==> src/rtl/bcd_xs3_pkg.sv <==
// rtl/bcd_xs3_pkg.sv - shared types and constants for the BCD/XS3 serial codec
package bcd_xs3_pkg;

  typedef enum logic {
    ENCODE = 1'b0,
    DECODE = 1'b1
  } xs3_mode_t;

  typedef enum logic [1:0] {
    IDLE,
    CONV,
    DONE
  } codec_state_t;

  localparam logic [3:0] XS3_OFFSET = 4'd3;
  localparam logic [3:0] BCD_MAX    = 4'd9;
  localparam logic [3:0] XS3_MIN    = 4'd3;
  localparam logic [3:0] XS3_MAX    = 4'd12;

endpackage

==> src/rtl/bcd_xs3_serial_codec_xs3_digit.sv <==
// rtl/bcd_xs3_serial_codec_xs3_digit.sv - single-digit BCD<->XS3 converter; err output only with BCD_XS3_ERR_EN
module xs3_digit
  import bcd_xs3_pkg::*;
(
  input  logic [3:0] d,
  input  logic       mode,
`ifdef BCD_XS3_ERR_EN
  output logic       err,
`endif
  output logic [3:0] q
);

  // Wrapping 4-bit arithmetic: invalid codes still convert, never saturate.
  assign q = (xs3_mode_t'(mode) == DECODE) ? (d - XS3_OFFSET) : (d + XS3_OFFSET);

`ifdef BCD_XS3_ERR_EN
  assign err = (xs3_mode_t'(mode) == DECODE) ? ((d < XS3_MIN) || (d > XS3_MAX))
                                             : (d > BCD_MAX);
`endif

endmodule

==> src/rtl/bcd_xs3_serial_codec.sv <==
// rtl/bcd_xs3_serial_codec.sv - nibble-serial BCD/XS3 word codec; per-digit error flags with BCD_XS3_ERR_EN
module bcd_xs3_serial_codec
  import bcd_xs3_pkg::*;
#(
  parameter int DIGITS = 4
) (
  input  logic                  clk,
  input  logic                  rst,
  input  logic                  in_valid,
  output logic                  in_ready,
  input  logic [4*DIGITS-1:0]   in_data,
  input  logic                  in_mode,
  output logic                  out_valid,
  input  logic                  out_ready,
  output logic [4*DIGITS-1:0]   out_data,
`ifdef BCD_XS3_ERR_EN
  output logic [DIGITS-1:0]     out_err,
  output logic                  out_any_err,
`endif
  output logic                  busy
);

  localparam int IDX_W = (DIGITS > 1) ? $clog2(DIGITS) : 1;
  localparam logic [IDX_W-1:0] LAST_IDX = IDX_W'(DIGITS - 1);

  codec_state_t          state_q, state_d;
  logic [IDX_W-1:0]      idx_q;
  logic [4*DIGITS-1:0]   word_q;
  logic [4*DIGITS-1:0]   result_q;
  xs3_mode_t             mode_q;
  logic                  out_valid_q;
  logic [3:0]            digit_in;
  logic [3:0]            digit_out;
  logic                  accept;
  logic                  last_digit;

  assign in_ready   = (state_q == IDLE) && !rst;
  assign accept     = in_valid && in_ready;
  assign last_digit = (idx_q == LAST_IDX);
  assign busy       = (state_q != IDLE);
  assign out_valid  = out_valid_q;
  assign out_data   = result_q;

  always_ff @(posedge clk) begin
    if (rst) state_q <= IDLE;
    else     state_q <= state_d;
  end

  always_comb begin
    state_d = state_q;
    case (state_q)
      IDLE:    if (accept)     state_d = CONV;
      CONV:    if (last_digit) state_d = DONE;
      DONE:    if (out_ready)  state_d = IDLE;
      default:                 state_d = IDLE;
    endcase
  end

  always_comb begin
    digit_in = 4'd0;
    for (int i = 0; i < DIGITS; i++) begin
      if (idx_q == IDX_W'(i)) digit_in = word_q[4*i +: 4];
    end
  end

`ifdef BCD_XS3_ERR_EN
  logic                digit_err;
  logic [DIGITS-1:0]   err_q;
  logic [DIGITS-1:0]   err_next;
  logic                any_err_q;

  xs3_digit u_digit (
    .d    (digit_in),
    .mode (mode_q == DECODE),
    .err  (digit_err),
    .q    (digit_out)
  );

  always_comb begin
    err_next = err_q;
    for (int i = 0; i < DIGITS; i++) begin
      if (idx_q == IDX_W'(i)) err_next[i] = digit_err;
    end
  end

  // Stale high bits may leak into any_err mid-word; it is complete once out_valid rises.
  always_ff @(posedge clk) begin
    if (rst) begin
      err_q     <= '0;
      any_err_q <= 1'b0;
    end else if (state_q == CONV) begin
      err_q     <= err_next;
      any_err_q <= |err_next;
    end
  end

  assign out_err     = err_q;
  assign out_any_err = any_err_q;
`else
  xs3_digit u_digit (
    .d    (digit_in),
    .mode (mode_q == DECODE),
    .q    (digit_out)
  );
`endif

  always_ff @(posedge clk) begin
    if (rst) begin
      idx_q       <= '0;
      word_q      <= '0;
      mode_q      <= ENCODE;
      result_q    <= '0;
      out_valid_q <= 1'b0;
    end else begin
      case (state_q)
        IDLE: begin
          if (accept) begin
            word_q <= in_data;
            mode_q <= xs3_mode_t'(in_mode);
            idx_q  <= '0;
          end
        end
        CONV: begin
          for (int i = 0; i < DIGITS; i++) begin
            if (idx_q == IDX_W'(i)) result_q[4*i +: 4] <= digit_out;
          end
          if (last_digit) out_valid_q <= 1'b1;
          else            idx_q       <= idx_q + IDX_W'(1);
        end
        DONE: begin
          if (out_ready) out_valid_q <= 1'b0;
        end
        default: ;
      endcase
    end
  end

endmodule
==> config.mk <==
export PLATFORM = sky130hd
export DESIGN_NAME = bcd_xs3_serial_codec
export DESIGN_NICKNAME = d
export VERILOG_FILES = /design/src/rtl/bcd_xs3_pkg.sv /design/src/rtl/bcd_xs3_serial_codec_xs3_digit.sv /design/src/rtl/bcd_xs3_serial_codec.sv
export SDC_FILE = /design/constraint.sdc
export NUM_CORES = 1
export LEC_CHECK = 0
export ABC_AREA = 1
export CAP_MARGIN = 20
export CORE_MARGIN = 5
export CORE_UTILIZATION = 49
export CTS_CLUSTER_DIAMETER = 150
export DETAILED_ROUTE_END_ITERATION = 10
export PLACE_DENSITY = 0.78
export SYNTH_ARGS = -nofsm -noshare
export SYNTH_HDL_FRONTEND = slang
export SYNTH_SLANG_ARGS = --single-unit
==> constraint.sdc <==
create_clock -name clk -period 2.5 [get_ports clk]
set_input_delay 0.375 -clock clk [delete_from_list [all_inputs] [get_ports clk]]
set_output_delay 0.375 -clock clk [all_outputs]
set_load 0.01 [all_outputs]
==> flow_metrics.env, run 1 <==
export IMPL_coreArea_um2=3390
export IMPL_finalNonFillerCells=315
export IMPL_fin_util=0.6475
export IMPL_use_met2=0.2362
export IMPL_fill_cells=311
export IMPL_postRouteAntennaNets=0
export IMPL_min_period_ps=2248
export IMPL_fin_ws_ps=252.0
export IMPL_final_design_area_no_fill_um2=2195
export IMPL_path_cells="inv_1 -> ha_1 -> a21oi_1 -> nand2_1 -> nand2_1 -> inv_1 -> fa_1 -> xor2_2 -> nand2_1 -> a21oi_1"
export IMPL_register_area_um2=760.7
export IMPL_ys_types=26
export IMPL_hold_ws_ps=468.1
export IMPL_htreeDepth=2
export IMPL_yosys_area_share_simple=0.1772
export IMPL_worstPathRequired_ps=2770
export IMPL_clkTransAtPathRegs_ps=100
export IMPL_drt_iter0_markers=77
export IMPL_syn_instance_count=229
export IMPL_dieArea_um2=4853
export IMPL_setup_viol=0
export IMPL_gr_total_overflow=0
export IMPL_grt_busiest_layer="met2"
export IMPL_synth_top_family_by_area="compound AO/OA/AOI/OAI gates"
export IMPL_p_per_area_nw_per_um2=562.1
export IMPL_cts_root_buf="clkbuf_4"
export IMPL_post_synth_fa_ha_maj_area_fraction=0.05452
export IMPL_num_io_pins=40
export IMPL_synth_xor_area_share=0.005022
export IMPL_fin_crit_sh=0.8992
export IMPL_cts_path_max_buffers=2
export IMPL_area_delta_synth_final_pct=25.82
export IMPL_cpMostUsedCell="nand2_1"
export IMPL_finalPower_mw=1.234
export IMPL_die_x_um=69.66
export IMPL_grt_pass1_wl_mm=5.954
export IMPL_syn_cell_area_um2=1744
export IMPL_place_area_um2=2142
export IMPL_synth_seq_cells=38
export IMPL_rows=21
export IMPL_firstDrtPassIters=4
export IMPL_synthMuxAreaShare=0
export IMPL_multi_input_area_um2=784.5
export IMPL_wl_per_cell_um=11.15
export IMPL_cts_sinks=38
export IMPL_drt_total_wl_mm=3.511
export IMPL_cap_violations=0
export IMPL_dp_hpwl_mm=2.672
export IMPL_slew_headroom=0.6595
export IMPL_antenna_found_initial=0
export IMPL_ys_warnings_count=0
export IMPL_synth_compound_area_frac=0.2088
export IMPL_gp_congestion=0.8510
export IMPL_worst_path_max_fanout=7
export IMPL_via_count=1532
export IMPL_synth_seq_area_share=0.4362
export IMPL_insertedDiodeCount=0
export IMPL_dp_slack_ps=204.5
export IMPL_avgSynthCellArea_um2=7.616
export IMPL_via_per_inst=4.863
export IMPL_slew_viol_final=0
export IMPL_drc=0
export IMPL_syn_nets=257
export IMPL_finalClockSkew_ps=3.896
export IMPL_startpoint_type="flip-flop"
export IMPL_globalRouteTotalUtil=0.1499
export IMPL_criticalPathCategory="reg -> reg"
export IMPL_final_hold_violation_count=0
export IMPL_ir_worst_vdd_v=0.0003596
export IMPL_status="completed"
export IMPL_grt_pass1_vias=1359
export IMPL_slowest_delay_ps=450
export IMPL_final_nets=297
export IMPL_crit_arrival_ps=2520
export IMPL_max_clock_freq_ghz=0.4448
export IMPL_placedCellCount=308
export IMPL_rsz0062_at_grt="no"
export IMPL_post_cts_buffers=0
export IMPL_grt_max_degree=33
export IMPL_insertion_delay_ps=330
export IMPL_numPortBuffers=39
export IMPL_gr_usage_met1=0.1860
export IMPL_drive_gt1_frac=0.05576
export IMPL_tightest_slew_ps=510.7
export IMPL_die_h_um=69.66
export IMPL_finalSetupTns_ps=0
export IMPL_min_path_type="reg -> reg"
export IMPL_cts_made_buffers=5
export IMPL_p_leak_nw=0.9282
export IMPL_met3_usage=0.05507
export IMPL_endpoint_kind="flip-flop"
export IMPL_cts_tree="yes"
export IMPL_start_util=0.5146
export IMPL_cp_slowest_cell="fa_1"
==> cell type report <==
| class | count | share of cell area |
|---|---|---|
| multi-input combinational | 147 | 0.3575 |
| timing repair buffer | 40 | 0.1813 |
| inverter | 37 | 0.06785 |
| clock buffer | 7 | 0.02052 |
| tap | 46 | 0.02623 |
| sequential | 38 | 0.3466 |
==> cell families after synthesis <==
family / after synthesis
fa+ha+maj: 7
buf+inv: 44
compound gates: 65
xor+xnor: 1
flops: 38
simple gates: 74
==> Yosys cell counts (all sizes together) <==
library cell  instances  share of area
fa                    1          0.011
nor2                 20          0.050
a211oi                1         0.0072
nand3b                1         0.0043
clkbuf                2         0.0043
xor2                  1         0.0050
ha                    6          0.043
o211ai                3          0.013
dfxtp                38           0.44
and3                  1         0.0036
o22ai                 2         0.0072
nand3                10          0.029
a21oi                26          0.081
buf                   5          0.029
nand2                42          0.090
o21a                  4          0.017
inv                  37          0.085
o21ai                29          0.083
==> timing repair <==
action,in CTS,in global routing
hold buffers,0,0
setup endpoints to repair,0,2
resized for setup,0,1
==> power by group <==
group	total, mW	switching (mW)	internal, mW
registers	0.657	0.0165	0.640
clock network	0.288	0.182	0.106
logic	0.289	0.164	0.125
==> worst paths after layout <==
kind,from,to,slack (ps),depth (start not counted)
setup / recovery,idx_q[0],out_data[2],250,10
setup reg to reg,idx_q[0],out_data[2],250,10
hold reg to reg,word_q[12],word_q[12],470,2
hold / removal,word_q[12],word_q[12],470,2
==> cell usage in the layout, fill, tap and decap left out, types with 5 or more instances in the layout <==
| master | Yosys | layout |
|---|---|---|
| ha_1 | 6 | 6 |
| clkdlybuf4s50_1 | 0 | 39 |
| o21ai_0 | 21 | 21 |
| o21ai_1 | 8 | 8 |
| nand2_1 | 42 | 42 |
| clkbuf_4 | 0 | 5 |
| inv_1 | 34 | 34 |
| nand3_1 | 10 | 10 |
| dfxtp_1 | 38 | 38 |
| a21oi_1 | 25 | 25 |
| nor2_1 | 17 | 17 |
==> worst max-delay path: cells and delay by family (launching register included) <==
kind / cells / cell delay (ps)
compound gates: 2 / 310
xor+xnor: 1 / 290
fa+ha+maj: 2 / 730
buf+inv: 2 / 200
flops: 1 / 400
simple gates: 3 / 250
==> sequential cells by signal, summed over array words and instances (netlist names) <==
register,count
word_q,16
out_valid,1
state_q,2
mode_q,1
out_data,16
idx_q,2
==> layer usage <==
layer / share of wire / up-vias
met5: 0 / -
met4: 0.018 / 0
met3: 0.056 / 5
met2: 0.45 / 27
met1: 0.48 / 682
li1: - / 818
Note: power is estimated with default switching activity, not from simulation.
==> run 2: changes to the inputs <==
--- a/config.mk
+++ b/config.mk
@@ -7,7 +7,7 @@
 export LEC_CHECK = 0
 export ABC_AREA = 1
 export CAP_MARGIN = 20
-export CORE_MARGIN = 5
+export CORE_MARGIN = 2
 export CORE_UTILIZATION = 49
 export CTS_CLUSTER_DIAMETER = 150
 export DETAILED_ROUTE_END_ITERATION = 10
==> run 2 against run 1 <==
Net effect: cell count unchanged; die area shrank 16%; clock skew grew 5.3 ps; sequential power about the same; worst hold slack lost 1.4 ps; via count is 0.78% lower; combinational power about the same; utilization unchanged; worst setup slack better by 9.1 ps; final area stayed put.
==> flow_metrics.env, run 2 (synthesis gave the netlist of run 1 again) <==
export IMPL_ir_worst_vdd_v=0.0003133
export IMPL_grt_pass1_wl_mm=6.003
export IMPL_finalClockSkew_ps=9.230
export IMPL_status="completed"
export IMPL_grt_max_degree=33
export IMPL_ctsResizeCount=0
export IMPL_p_leak_nw=0.9282
export IMPL_clkTransAtPathRegs_ps=100
export IMPL_worst_path_max_fanout=7
export IMPL_layout_common_cells="nand2_1, clkdlybuf4s50_1, dfxtp_1"
export IMPL_top_layer_used="met4"
export IMPL_hold_path_startpoint="word_q[15]"
export IMPL_final_design_area_no_fill_um2=2195
export IMPL_layout_commonest_cell="nand2_1"
export IMPL_final_nets=297
export IMPL_max_clock_freq_ghz=0.4466
export IMPL_die_h_um=63.66
export IMPL_start_util=0.5146
export IMPL_globalRouteTotalUtil=0.1852
export IMPL_wl_met2_mm=1.565
export IMPL_dieArea_um2=4053
export IMPL_min_period_ps=2239
export IMPL_wl_met1_mm=1.598
export IMPL_rows=21
export IMPL_numPortBuffers=39
export IMPL_worstPathRequired_ps=2760
export IMPL_slew_headroom=0.6637
export IMPL_fin_crit_sh=0.8956
export IMPL_num_io_pins=40
export IMPL_drt_total_wl_mm=3.369
export IMPL_via_per_inst=4.825
export IMPL_via_count=1520
export IMPL_r2r_start="idx_q[0]"
export IMPL_place_area_um2=2142
export IMPL_insertedDiodeCount=0
export IMPL_cts_made_buffers=5
export IMPL_coreArea_um2=3390
export IMPL_drive_gt1_frac=0.05576
export IMPL_endpoint_kind="flip-flop"
export IMPL_antenna_found_initial=0
export IMPL_p_per_area_nw_per_um2=560.4
export IMPL_post_cts_buffers=0
export IMPL_tightest_slew_ps=504.5
export IMPL_gp_congestion=0.8277
export IMPL_finalPower_mw=1.230
export IMPL_htreeDepth=2
export IMPL_postRouteAntennaNets=0
export IMPL_hold_ws_ps=466.7
export IMPL_cts_tree="yes"
export IMPL_setup_viol=0
export IMPL_drc=0
export IMPL_cts_sinks=38
export IMPL_finalSetupTns_ps=0
export IMPL_fin_util=0.6475
export IMPL_gr_total_overflow=0
export IMPL_cts_path_max_buffers=2
export IMPL_area_delta_synth_final_pct=25.82
export IMPL_grt_pass1_vias=1413
export IMPL_startpoint_type="flip-flop"
export IMPL_dp_hpwl_mm=2.499
export IMPL_final_hold_violation_count=0
export IMPL_crit_start="idx_q[0]"
export IMPL_wl_per_cell_um=10.70
export IMPL_slew_viol_final=0
export IMPL_cts_root_buf="clkbuf_4"
export IMPL_min_path_type="reg -> reg"
export IMPL_postCtsHoldBufs=0
export IMPL_wl_met3_um=139
export IMPL_fill_cells=300
export IMPL_criticalPathCategory="reg -> reg"
export IMPL_firstDrtPassIters=4
export IMPL_cap_violations=0
export IMPL_die_x_um=63.66
export IMPL_crit_arrival_ps=2500
export IMPL_drt_iter0_markers=84
export IMPL_insertion_delay_ps=330
-- run 2: cell counts in the layout (fill, tap and decap cells not counted) --
Identical to the previous run, type by type.
-- run 2: path summary, 6_finish.rpt --
kind	end	slack, ps	depth (start not counted)
min	word_q[15]	470	2
max reg2reg	out_data[2]	260	10
min reg2reg	word_q[15]	470	2
max	out_data[2]	260	10
-- run 2: cell type report --
cell class / instances / area (um2) / share of cell area
Multi-Input combinational cell: 147 / 784.5 / 0.3575
Sequential cell: 38 / 760.7 / 0.3466
Timing Repair Buffer: 40 / 397.9 / 0.1813
Inverter: 37 / 148.9 / 0.06785
Tap cell: 46 / 57.56 / 0.02623
Clock buffer: 7 / 45.04 / 0.02052
-- run 2: stage by stage --
step	std cells	worst slack, ps
6_report	315	261.1
5_1_grt	315	-14.45
4_1_cts	315	197.9
3_5_place_dp	308	232.2
3_3_place_gp	308	217.3
2_1_floorplan	229	555.3
-- run 2: metal layers --
metal | track usage | up-vias
li1 | - | 811
met5 | 0 | -
met3 | 0.04107 | 8
met1 | 0.2375 | 669
met4 | 0.07337 | 0
met2 | 0.3013 | 32
-- run 2: critical path, cell delays in order (launching register included) --
cell and delay [ps]:
dfxtp_1 400, inv_1 100, ha_1 280, a21oi_1 180
nand2_1 90, nand2_1 60, inv_1 100, fa_1 460
xor2_2 300, nand2_1 90, a21oi_1 120
-- run 2: where the power goes --
group          leakage, nW  total (mW)  internal, mW  switching, mW
logic                0.592       0.292         0.125          0.167
clock network       0.0254       0.282         0.106          0.176
registers            0.310       0.656         0.640         0.0161
==> run 3: changes to the inputs <==
--- a/config.mk
+++ b/config.mk
@@ -7,7 +7,7 @@
 export LEC_CHECK = 0
 export ABC_AREA = 1
 export CAP_MARGIN = 20
-export CORE_MARGIN = 2
+export CORE_MARGIN = 3
 export CORE_UTILIZATION = 49
 export CTS_CLUSTER_DIAMETER = 150
 export DETAILED_ROUTE_END_ITERATION = 10
==> run 3 against run 2 <==
Net effect: worst setup slack worse by 55 ps; fmax is 2.4% lower; final area stayed put; non-clock buffer count stayed put; combinational power hardly changed; worst hold slack worse by 2.3 ps; utilization stayed put; critical path depth stayed put; clock power hardly changed; critical endpoint unchanged; highest routed layer unchanged.
==> flow_metrics.env, run 3 (synthesis gave the netlist of run 1 again) <==
export IMPL_p_per_area_nw_per_um2=561.1
export IMPL_cts_made_buffers=5
export IMPL_placedCellCount=308
export IMPL_rsz0062_at_grt="no"
export IMPL_drt_total_wl_mm=3.457
export IMPL_layout_common_cells="nand2_1, clkdlybuf4s50_1, dfxtp_1"
export IMPL_drive_gt1_frac=0.05576
export IMPL_criticalPathCategory="reg -> reg"
export IMPL_postRouteAntennaNets=0
export IMPL_endpoint_kind="flip-flop"
export IMPL_drt_iter0_markers=99
export IMPL_cp_slowest_cell="fa_1"
export IMPL_die_h_um=65.66
export IMPL_insertedDiodeCount=0
export IMPL_startpoint_type="flip-flop"
export IMPL_cts_sinks=38
export IMPL_numPortBuffers=39
export IMPL_grt_pass1_wl_mm=6.216
export IMPL_p_leak_nw=0.9282
export IMPL_path_delay_family="adder cells"
export IMPL_max_clock_freq_ghz=0.4359
export IMPL_cap_violations=0
export IMPL_start_util=0.5146
export IMPL_postCtsHoldBufs=0
export IMPL_via_count=1532
export IMPL_dieArea_um2=4311
export IMPL_crit_arrival_ps=2550
export IMPL_setup_viol=0
export IMPL_area_delta_synth_final_pct=25.82
export IMPL_globalRouteTotalUtil=0.1814
export IMPL_cts_tree="yes"
export IMPL_clkTransAtPathRegs_ps=100
export IMPL_firstDrtPassIters=4
export IMPL_num_io_pins=40
export IMPL_critPathBufInv=2
export IMPL_insertion_delay_ps=330
export IMPL_min_path_type="reg -> reg"
export IMPL_coreArea_um2=3390
export IMPL_grt_max_degree=33
export IMPL_min_period_ps=2294
export IMPL_via_per_inst=4.863
export IMPL_worst_path_max_fanout=7
export IMPL_final_design_area_no_fill_um2=2195
export IMPL_htreeDepth=2
export IMPL_finalClockSkew_ps=4.941
export IMPL_hold_ws_ps=464.4
export IMPL_dp_hpwl_mm=2.623
export IMPL_final_hold_violation_count=0
export IMPL_path_cells="inv_1 -> ha_1 -> a21oi_1 -> nand2_1 -> nand2_1 -> inv_1 -> fa_1 -> xor2_2 -> nand2_1 -> a21oi_1"
export IMPL_cts_root_buf="clkbuf_4"
export IMPL_slowest_delay_ps=450
export IMPL_wl_per_cell_um=10.97
export IMPL_gp_congestion=0.8388
export IMPL_ctsResizeCount=0
export IMPL_finalSetupTns_ps=0
export IMPL_antenna_found_initial=0
export IMPL_worstPathRequired_ps=2760
export IMPL_final_nets=297
export IMPL_die_x_um=65.66
export IMPL_rows=21
export IMPL_post_cts_buffers=0
export IMPL_slew_viol_final=0
export IMPL_ir_worst_vdd_v=0.0003699
export IMPL_drc=0
export IMPL_fin_crit_sh=0.9176
export IMPL_place_area_um2=2142
export IMPL_slew_headroom=0.6655
export IMPL_layout_commonest_cell="nand2_1"
export IMPL_grt_pass1_vias=1473
export IMPL_tightest_slew_ps=501.8
export IMPL_cpMostUsedCell="nand2_1"
export IMPL_status="completed"
export IMPL_finalPower_mw=1.231
export IMPL_cts_path_max_buffers=2
export IMPL_finalNonFillerCells=315
export IMPL_gr_total_overflow=0
[run 3: final timing paths]
check,start,to,slack (ps),cells past startpoint
setup / recovery,idx_q[0],out_data[2],210,10
hold / removal,word_q[10],word_q[10],460,2
setup reg to reg,idx_q[0],out_data[2],210,10
hold reg to reg,word_q[10],word_q[10],460,2
[run 3: report_power, final]
| group | internal [mW] | leakage (nW) | switching [mW] | total [mW] |
|---|---|---|---|---|
| sequential | 0.640 | 0.310 | 0.0160 | 0.656 |
| combinational | 0.125 | 0.592 | 0.167 | 0.292 |
| clock | 0.106 | 0.0254 | 0.177 | 0.283 |
[run 3: stage by stage]
stage	worst slack (ps)	util
floorplan	555.3	-
global placement	194.3	0.6320
detailed placement	173.4	0.6320
CTS	142.3	0.6453
global route	5.325	0.6475
finish	206.0	0.6475
[run 3: worst register-to-register path, cell delays in order (launching register included)]
cell and delay [ps]:
dfxtp_1 400, inv_1 100, ha_1 290, a21oi_1 190, nand2_1 90, nand2_1 60, inv_1 100, fa_1 450
xor2_2 300, nand2_1 110, a21oi_1 140
[run 3: per-layer routing]
layer	wire, um	GRT usage	vias up
met5	0	0	-
met4	42	0.06218	0
met3	113	0.03761	6
met2	1608	0.2954	31
met1	1693	0.2372	677
li1	-	-	818
[run 3: area by class of cell]
type / instances / area (um2)
Clock buffer: 7 / 45.04
Fill cell: 310 / 1195
Inverter: 37 / 148.9
Multi-Input combinational cell: 147 / 784.5
Sequential cell: 38 / 760.7
Tap cell: 46 / 57.56
Timing Repair Buffer: 40 / 397.9
